<file path="config.mk">
export PLATFORM = sky130hd
export DESIGN_NAME = im_obj_render_flat
export DESIGN_NICKNAME = d
export VERILOG_FILES = /design/src/rtl/im_obj_render_if.sv /design/src/rtl/im_obj_render.sv /design/src/flat_wrapper.sv
export SDC_FILE = /design/constraint.sdc
export NUM_CORES = 1
export LEC_CHECK = 0
export CAP_MARGIN = 20
export CORE_MARGIN = 3
export CORE_UTILIZATION = 31
export DETAILED_ROUTE_END_ITERATION = 6
export SYNTH_ARGS = -nofsm -noshare
export SYNTH_HDL_FRONTEND = slang
export SYNTH_SLANG_ARGS = --single-unit
</file>
<file path="constraint.sdc">
create_clock -name clk -period 6.1 [get_ports clk]
set_input_delay 1.525 -clock clk [delete_from_list [all_inputs] [get_ports clk]]
set_output_delay 1.525 -clock clk [all_outputs]
set_load 0.02 [all_outputs]
</file>
<file path="src/rtl/im_obj_render_if.sv">
// Object-render bus: shadow-table write port, VGA pixel request and
// composited pixel response of im_obj_render grouped in one bundle.
// master = register file / VGA timing side, slave = im_obj_render.
interface im_obj_render_if #(
    parameter int N_OBJ   = 3,
    parameter int COORD_W = 10,
    parameter int RGB_W   = 12
);
    localparam int SEL_W = (N_OBJ > 1) ? $clog2(N_OBJ) : 1;

    logic               obj_wr_en;
    logic [SEL_W-1:0]   obj_wr_sel;
    logic [1:0]         obj_wr_field;
    logic [31:0]        obj_wr_data;

    logic               pix_valid;
    logic [COORD_W-1:0] pix_x;
    logic [COORD_W-1:0] pix_y;

    logic               rgb_valid;
    logic [RGB_W-1:0]   rgb;
    logic               frame_done;
    logic [15:0]        frame_cnt;
    logic [N_OBJ-1:0]   coll_flags;

    modport master (
        output obj_wr_en, obj_wr_sel, obj_wr_field, obj_wr_data,
        output pix_valid, pix_x, pix_y,
        input  rgb_valid, rgb, frame_done, frame_cnt, coll_flags
    );

    modport slave (
        input  obj_wr_en, obj_wr_sel, obj_wr_field, obj_wr_data,
        input  pix_valid, pix_x, pix_y,
        output rgb_valid, rgb, frame_done, frame_cnt, coll_flags
    );
endinterface

</file>
<file path="src/rtl/im_obj_render.sv">
// im_obj_render: composites N_OBJ rectangles over a background colour for
// each pixel presented by the VGA timing block. Attribute writes go to a
// shadow table that is copied to the active table on the last visible
// pixel of a frame, so a frame is never drawn with a half-updated table.
// Two-stage pipeline: stage 1 hit test, stage 2 priority select.
// Optional build macro: IM_COLLISION_EN (per-frame ball collision flags).
module im_obj_render #(
    parameter int               N_OBJ    = 3,
    parameter int               COORD_W  = 10,
    parameter int               RGB_W    = 12,
    parameter int               SCREEN_W = 640,
    parameter int               SCREEN_H = 480,
    parameter logic [RGB_W-1:0] BG_RGB   = 12'hAAA
) (
    input logic            clk,
    input logic            rst,
    im_obj_render_if.slave bus
);
    localparam int SEL_W = (N_OBJ > 1) ? $clog2(N_OBJ) : 1;
    localparam logic [COORD_W-1:0] LAST_X = COORD_W'(SCREEN_W - 1);
    localparam logic [COORD_W-1:0] LAST_Y = COORD_W'(SCREEN_H - 1);

    typedef enum logic [1:0] {
        FLD_LOC  = 2'd0,
        FLD_SIZE = 2'd1,
        FLD_RGB  = 2'd2,
        FLD_EN   = 2'd3
    } field_e;

    // shadow table (write side)
    logic [COORD_W-1:0] sh_x   [N_OBJ];
    logic [COORD_W-1:0] sh_y   [N_OBJ];
    logic [COORD_W-1:0] sh_w   [N_OBJ];
    logic [COORD_W-1:0] sh_h   [N_OBJ];
    logic [RGB_W-1:0]   sh_rgb [N_OBJ];
    logic [N_OBJ-1:0]   sh_en;

    // active table (render side)
    logic [COORD_W-1:0] act_x   [N_OBJ];
    logic [COORD_W-1:0] act_y   [N_OBJ];
    logic [COORD_W-1:0] act_w   [N_OBJ];
    logic [COORD_W-1:0] act_h   [N_OBJ];
    logic [RGB_W-1:0]   act_rgb [N_OBJ];
    logic [N_OBJ-1:0]   act_en;

    field_e             wr_field;
    logic               commit;
    logic [N_OBJ-1:0]   hit;

    logic               s1_valid;
    logic [N_OBJ-1:0]   s1_hit;
    logic [RGB_W-1:0]   s1_rgb [N_OBJ];
    logic [RGB_W-1:0]   sel_rgb;

    logic               rgb_valid_q;
    logic [RGB_W-1:0]   rgb_q;
    logic               frame_done_q;
    logic [15:0]        frame_cnt_q;

    assign wr_field = field_e'(bus.obj_wr_field);
    assign commit   = bus.pix_valid && (bus.pix_x == LAST_X) && (bus.pix_y == LAST_Y);

    // Shadow table writes; indices with no object never match and are dropped.
    always_ff @(posedge clk) begin
        if (rst) begin
            for (int unsigned i = 0; i < N_OBJ; i++) begin
                sh_x[i]   <= '0;
                sh_y[i]   <= '0;
                sh_w[i]   <= '0;
                sh_h[i]   <= '0;
                sh_rgb[i] <= '0;
            end
            sh_en <= '0;
        end else if (bus.obj_wr_en) begin
            for (int unsigned i = 0; i < N_OBJ; i++) begin
                if (bus.obj_wr_sel == SEL_W'(i)) begin
                    case (wr_field)
                        FLD_LOC: begin
                            sh_x[i] <= bus.obj_wr_data[COORD_W-1:0];
                            sh_y[i] <= bus.obj_wr_data[16 +: COORD_W];
                        end
                        FLD_SIZE: begin
                            sh_w[i] <= bus.obj_wr_data[COORD_W-1:0];
                            sh_h[i] <= bus.obj_wr_data[16 +: COORD_W];
                        end
                        FLD_RGB: sh_rgb[i] <= bus.obj_wr_data[RGB_W-1:0];
                        FLD_EN:  sh_en[i]  <= bus.obj_wr_data[0];
                        default: ;
                    endcase
                end
            end
        end
    end

    // Active table takes the shadow contents on the frame's last pixel.
    always_ff @(posedge clk) begin
        if (rst) begin
            for (int unsigned i = 0; i < N_OBJ; i++) begin
                act_x[i]   <= '0;
                act_y[i]   <= '0;
                act_w[i]   <= '0;
                act_h[i]   <= '0;
                act_rgb[i] <= '0;
            end
            act_en <= '0;
        end else if (commit) begin
            for (int unsigned i = 0; i < N_OBJ; i++) begin
                act_x[i]   <= sh_x[i];
                act_y[i]   <= sh_y[i];
                act_w[i]   <= sh_w[i];
                act_h[i]   <= sh_h[i];
                act_rgb[i] <= sh_rgb[i];
            end
            act_en <= sh_en;
        end
    end

    // Hit test against the active table; upper bounds use one extra bit so
    // objects running past the screen edge clip instead of wrapping.
    always_comb begin
        hit = '0;
        for (int unsigned i = 0; i < N_OBJ; i++) begin
            hit[i] = act_en[i]
                && (bus.pix_x >= act_x[i])
                && ({1'b0, bus.pix_x} < ({1'b0, act_x[i]} + {1'b0, act_w[i]}))
                && (bus.pix_y >= act_y[i])
                && ({1'b0, bus.pix_y} < ({1'b0, act_y[i]} + {1'b0, act_h[i]}));
        end
    end

    // Stage 1: hit vector, valid, and the colours of the table that was
    // hit-tested, so the commit pixel still resolves with the old colours.
    always_ff @(posedge clk) begin
        if (rst) begin
            s1_valid <= 1'b0;
            s1_hit   <= '0;
            for (int unsigned i = 0; i < N_OBJ; i++) begin
                s1_rgb[i] <= '0;
            end
        end else begin
            s1_valid <= bus.pix_valid;
            s1_hit   <= hit;
            for (int unsigned i = 0; i < N_OBJ; i++) begin
                s1_rgb[i] <= act_rgb[i];
            end
        end
    end

    // Priority select: lowest-index hitting object wins, else background.
    always_comb begin
        logic found;
        sel_rgb = BG_RGB;
        found   = 1'b0;
        for (int unsigned i = 0; i < N_OBJ; i++) begin
            if (s1_hit[i] && !found) begin
                sel_rgb = s1_rgb[i];
                found   = 1'b1;
            end
        end
    end

    // Stage 2: qualified pixel output.
    always_ff @(posedge clk) begin
        if (rst) begin
            rgb_valid_q <= 1'b0;
            rgb_q       <= '0;
        end else begin
            rgb_valid_q <= s1_valid;
            rgb_q       <= s1_valid ? sel_rgb : '0;
        end
    end

    // Frame bookkeeping: done pulse follows the commit edge by one cycle.
    always_ff @(posedge clk) begin
        if (rst) begin
            frame_done_q <= 1'b0;
            frame_cnt_q  <= '0;
        end else begin
            frame_done_q <= commit;
            if (commit) begin
                frame_cnt_q <= frame_cnt_q + 16'd1;
            end
        end
    end

    assign bus.rgb_valid  = rgb_valid_q;
    assign bus.rgb        = rgb_q;
    assign bus.frame_done = frame_done_q;
    assign bus.frame_cnt  = frame_cnt_q;

`ifdef IM_COLLISION_EN
    logic [N_OBJ-1:0] acc;
    logic [N_OBJ-1:0] coll_q;
    logic [N_OBJ-1:0] s1_coll;
    logic [N_OBJ-1:0] px_coll;
    logic             s1_commit;

    // At the commit edge the previous pixel sits in stage 1 and the commit
    // pixel is still combinational, so both are folded in directly; the
    // commit pixel is then kept out of the next frame's accumulator.
    assign s1_coll = s1_hit & {N_OBJ{s1_hit[0] & s1_valid & ~s1_commit}} & ~N_OBJ'(1);
    assign px_coll = hit & {N_OBJ{hit[0] & bus.pix_valid}} & ~N_OBJ'(1);

    // Per-frame ball collision accumulation, published at commit.
    always_ff @(posedge clk) begin
        if (rst) begin
            acc       <= '0;
            coll_q    <= '0;
            s1_commit <= 1'b0;
        end else begin
            s1_commit <= commit;
            if (commit) begin
                coll_q <= acc | s1_coll | px_coll;
                acc    <= '0;
            end else begin
                acc <= acc | s1_coll;
            end
        end
    end

    assign bus.coll_flags = coll_q;
`else
    assign bus.coll_flags = '0;
`endif

endmodule

</file>
<file path="src/flat_wrapper.sv">
// flat-port wrapper written by rule: the top's interface ports become plain ports
module im_obj_render_flat 
#(
    parameter int               N_OBJ    = 3,
    parameter int               COORD_W  = 10,
    parameter int               RGB_W    = 12,
    parameter int               SCREEN_W = 640,
    parameter int               SCREEN_H = 480,
    parameter logic [RGB_W-1:0] BG_RGB   = 12'hAAA
)
  (clk, rst, bus_obj_wr_en, bus_obj_wr_sel, bus_obj_wr_field, bus_obj_wr_data, bus_pix_valid, bus_pix_x, bus_pix_y, bus_rgb_valid, bus_rgb, bus_frame_done, bus_frame_cnt, bus_coll_flags);
  im_obj_render_if #(.N_OBJ(N_OBJ), .COORD_W(COORD_W), .RGB_W(RGB_W)) bus_i ();
  input logic clk;
  input logic rst;
  input wire logic [$bits(bus_i.obj_wr_en)-1:0] bus_obj_wr_en;
  input wire logic [$bits(bus_i.obj_wr_sel)-1:0] bus_obj_wr_sel;
  input wire logic [$bits(bus_i.obj_wr_field)-1:0] bus_obj_wr_field;
  input wire logic [$bits(bus_i.obj_wr_data)-1:0] bus_obj_wr_data;
  input wire logic [$bits(bus_i.pix_valid)-1:0] bus_pix_valid;
  input wire logic [$bits(bus_i.pix_x)-1:0] bus_pix_x;
  input wire logic [$bits(bus_i.pix_y)-1:0] bus_pix_y;
  output wire logic [$bits(bus_i.rgb_valid)-1:0] bus_rgb_valid;
  output wire logic [$bits(bus_i.rgb)-1:0] bus_rgb;
  output wire logic [$bits(bus_i.frame_done)-1:0] bus_frame_done;
  output wire logic [$bits(bus_i.frame_cnt)-1:0] bus_frame_cnt;
  output wire logic [$bits(bus_i.coll_flags)-1:0] bus_coll_flags;
  assign bus_i.obj_wr_en = bus_obj_wr_en;
  assign bus_i.obj_wr_sel = bus_obj_wr_sel;
  assign bus_i.obj_wr_field = bus_obj_wr_field;
  assign bus_i.obj_wr_data = bus_obj_wr_data;
  assign bus_i.pix_valid = bus_pix_valid;
  assign bus_i.pix_x = bus_pix_x;
  assign bus_i.pix_y = bus_pix_y;
  assign bus_rgb_valid = bus_i.rgb_valid;
  assign bus_rgb = bus_i.rgb;
  assign bus_frame_done = bus_i.frame_done;
  assign bus_frame_cnt = bus_i.frame_cnt;
  assign bus_coll_flags = bus_i.coll_flags;
  im_obj_render #(.N_OBJ(N_OBJ), .COORD_W(COORD_W), .RGB_W(RGB_W), .SCREEN_W(SCREEN_W), .SCREEN_H(SCREEN_H), .BG_RGB(BG_RGB)) u_core (.clk(clk), .rst(rst), .bus(bus_i));
endmodule
</file>
==> qor.txt <==
leakage - 0.008220 uW
Worst EP required - 6500 ps
Final Max Slew Viols - 0
cells after synthesis - 1479
Port Buffer Count - 79
Crit-path slowest cell - a2111oi_0
worst setup margin - 1882 ps
CP most frequent cell - a21oi_1
r2r endpoint - u_core.s1_hit[2]
min Tclk post-route - 4218 ps
Tightest Hold Check Type - reg -> reg
Root Buffer - clkbuf_16
critical path cell sequence - ha_1 > fa_1 > a21oi_1 > nor2b_1 > or3_1 > a21oi_1 > a21oi_1 > xnor2_1 > ha_1 > a2111oi_0 > or2b_1 > and3_1 > a211oi_1
fillers - 5642
RSZ-0062 raised after global routing - no
Final Cell Area - 21450 um2
Die Y - 250.1 um
H-tree depth - 2
VDD IR max - 0.2322 mV
Final Setup Violations - 0
Reg2Reg Depth - 13
DR vias - 11230
CTS tree - done
gr usage total - 0.1279
Post-Syn Area per Cell - 12.49 um2
Netlist Area Pre-Place - 18480 um2
clock latency on the worst-skew pair - 550 ps
hold buffer count at cts - 0
DR vias/cell - 4.750
area share of the largest cell type after synthesis - 0.5071
nets - 1811
commonest register cell after synthesis - edfxtp_1
status - finished, final reports clean
Rows - 88
worst r2r src - u_core.act_h[0][20]
initial antenna violation count - 0
Area after DPL - 20220 um2
Slew HR - 0.3103
synth cell count leaders - edfxtp_1, and2_1, ha_1
Final Hold Fails - 0
Fmax achieved - 237.1 MHz
Initial DRT Pass Iterations - 5
final worst path period share - 0.6915
CP startpoint kind - flop
WL final - 40400 um
gpl congestion - 0.8395
Core ar. - 58360 um2
Seq/Total Area, Yosys - 0.5894
Worst Min Path Start - u_core.act_rgb[0][4]
CTS Buf Count - 39
Max Root-Sink Buffers - 3
post-place setup slack - 1556 ps
MaxCap Viol Count - 0
slew of the pin with the lowest slew margin - 1031 ps
setup TNS - 0 ps
yosys synthesis warning count - 0
Setup crit end kind - flop
Initial DRC Count - 644
top-count cell post-synth - edfxtp_1
share of cells above drive strength 1 - 0.05566
Die X - 250.1 um
Netlist cell types - 61
first-pass GRT wire length - 62870 um
post-DR wirelength/cell - 17.08 um
post-CTS setup buffer count - 0
Yosys reg bits - 388
Setup Skew - 28.37 ps
post-cts sizing count - 0
GRT overflow - 0
Crit Path Class - reg -> reg
sum of net half-perimeters after detailed placement - 29310 um
main area contributors after synthesis - edfxtp_1, ha_1, dfxtp_1
ANT nets after route - 0
CP max FO - 3
vias in the first global route - 11490
WHS Path Cells - 1
power per cell area - 264.9 nW/um2
Yosys top cell by area - edfxtp_1
die area - 62570 um2
CP arrival - 4620 ps
hold path endpoint - u_core.s1_rgb[0][4]
largest net degree at the start of global routing - 129
synth-to-layout area growth - 16.09%
CP peak stage delay - 710 ps
flop2flop setup slack - 1880 ps
Starting Density - 0.3166
post-synthesis async set-or-reset flop share - 0
Post-route DRC - 0
I/O pins - 93
Clock transition at path regs - 60 ps
number of synthesized flops with an enable pin - 312
clk sinks - 388
-- registers in the layout, indices dropped and copies added, names as in the netlist --
register,flops
u_core.act_rgb,36
u_core.s1_rgb,36
u_core.sh_rgb,36
u_core.act_h,30
u_core.act_w,30
u_core.act_x,30
u_core.act_y,30
u_core.sh_h,30
u_core.sh_w,30
u_core.sh_x,30
u_core.sh_y,30
u_core.bus.frame_cnt,16
u_core.bus.rgb,12
u_core.act_en,3
u_core.s1_hit,3
u_core.sh_en,3
u_core.bus.frame_done,1
u_core.bus.rgb_valid,1
u_core.s1_valid,1
-- placed cells by master (no fill, tap or decap), drive strengths merged, types with 13 or more instances in the layout --
cell type        n
clkinv          16
nor2            92
and2           210
inv             78
nand4           16
o21ai           52
clkbuf          50
a21oi           76
edfxtp         312
nand2           43
o21a            18
nand2b          18
dfxtp           76
nand3           13
nor3            25
xnor2           23
xor2            31
clkdlybuf4s50   78
ha             175
nor2b           44
o211ai          13
-- worst max-delay path, delay by kind of cell (launching register included) --
kind                     cells  cell delay [ps]
XOR/XNOR                     1              140
AND/OR/NAND/NOR              4              880
AO/OA/AOI/OAI                5             1700
flip-flops                   1              380
adder cells (fa/ha/maj)      3              950
-- metal layers --
layer	vias up	wire length, um	global-route usage
met5	-	0	0
met4	0	999	0.04055
met3	58	1533	0.01900
met2	190	19370	0.2169
met1	5490	18500	0.1684
li1	5496	-	-
-- stage by stage --
step / hold WS, ps / instances / utilization / power (uW)
2_1_floorplan: 428.5 / 1481 / - / 3290
3_3_place_gp: 431.2 / 2294 / 0.3464 / 3440
3_5_place_dp: 439.8 / 2294 / 0.3464 / 3456
4_1_cts: 452.4 / 2364 / 0.3675 / 5756
5_1_grt: 466.9 / 2364 / 0.3675 / 5912
6_report: 447.0 / 2365 / 0.3676 / 5681
-- area by class of cell --
cell class              instances  area (um2)  share of cell area
diodes                          1       2.502           0.0001167
clock inverters                20       212.7            0.009917
well taps                     765       957.2             0.04462
inverters                      76       285.3             0.01330
flip-flops and latches        388       10890              0.5077
multi-input cells             975        7191              0.3352
clock buffers                  50        1017             0.04742
repair buffers                 90       893.4             0.04165
-- worst max path at each step --
stage                   startpoint                  to  slack, ps  cells past startpoint
3_5_place_dp          bus_pix_x[2]  u_core.act_y[0][9]       1560                      6
6_report       u_core.act_h[0][20]    u_core.s1_hit[2]       1880                     13
5_1_grt        u_core.act_y[0][20]    u_core.s1_hit[2]       1690                     13
4_1_cts         u_core.act_y[0][0]    u_core.s1_hit[0]       1980                     13
2_1_floorplan                  rst  u_core.act_h[0][0]        210                      4
3_3_place_gp          bus_pix_y[5]  u_core.act_y[0][8]       1600                      6
-- cells by family (layout without fill, tap and decap cells) --
family,count (synthesis),in the layout,synth area share
adders and majority gates,181,181,0.1250
xor gates and xnor gates,54,54,0.02560
buffers and inverters,118,236,0.02594
muxes,5,5,0.002709
and+or+nand+nor,494,494,0.1499
DFF,388,388,0.5894
other,1,4,0.0002030
AOI/OAI and AO/OA,238,238,0.08119
-- where the power goes --
part,switching (uW),internal [uW],total (uW)
Clock,1000,1290,2290
Sequential,31.1,2960,2990
Combinational,245,161,406
Total,1280,4410,5680
(Power assumes the default switching activity.)
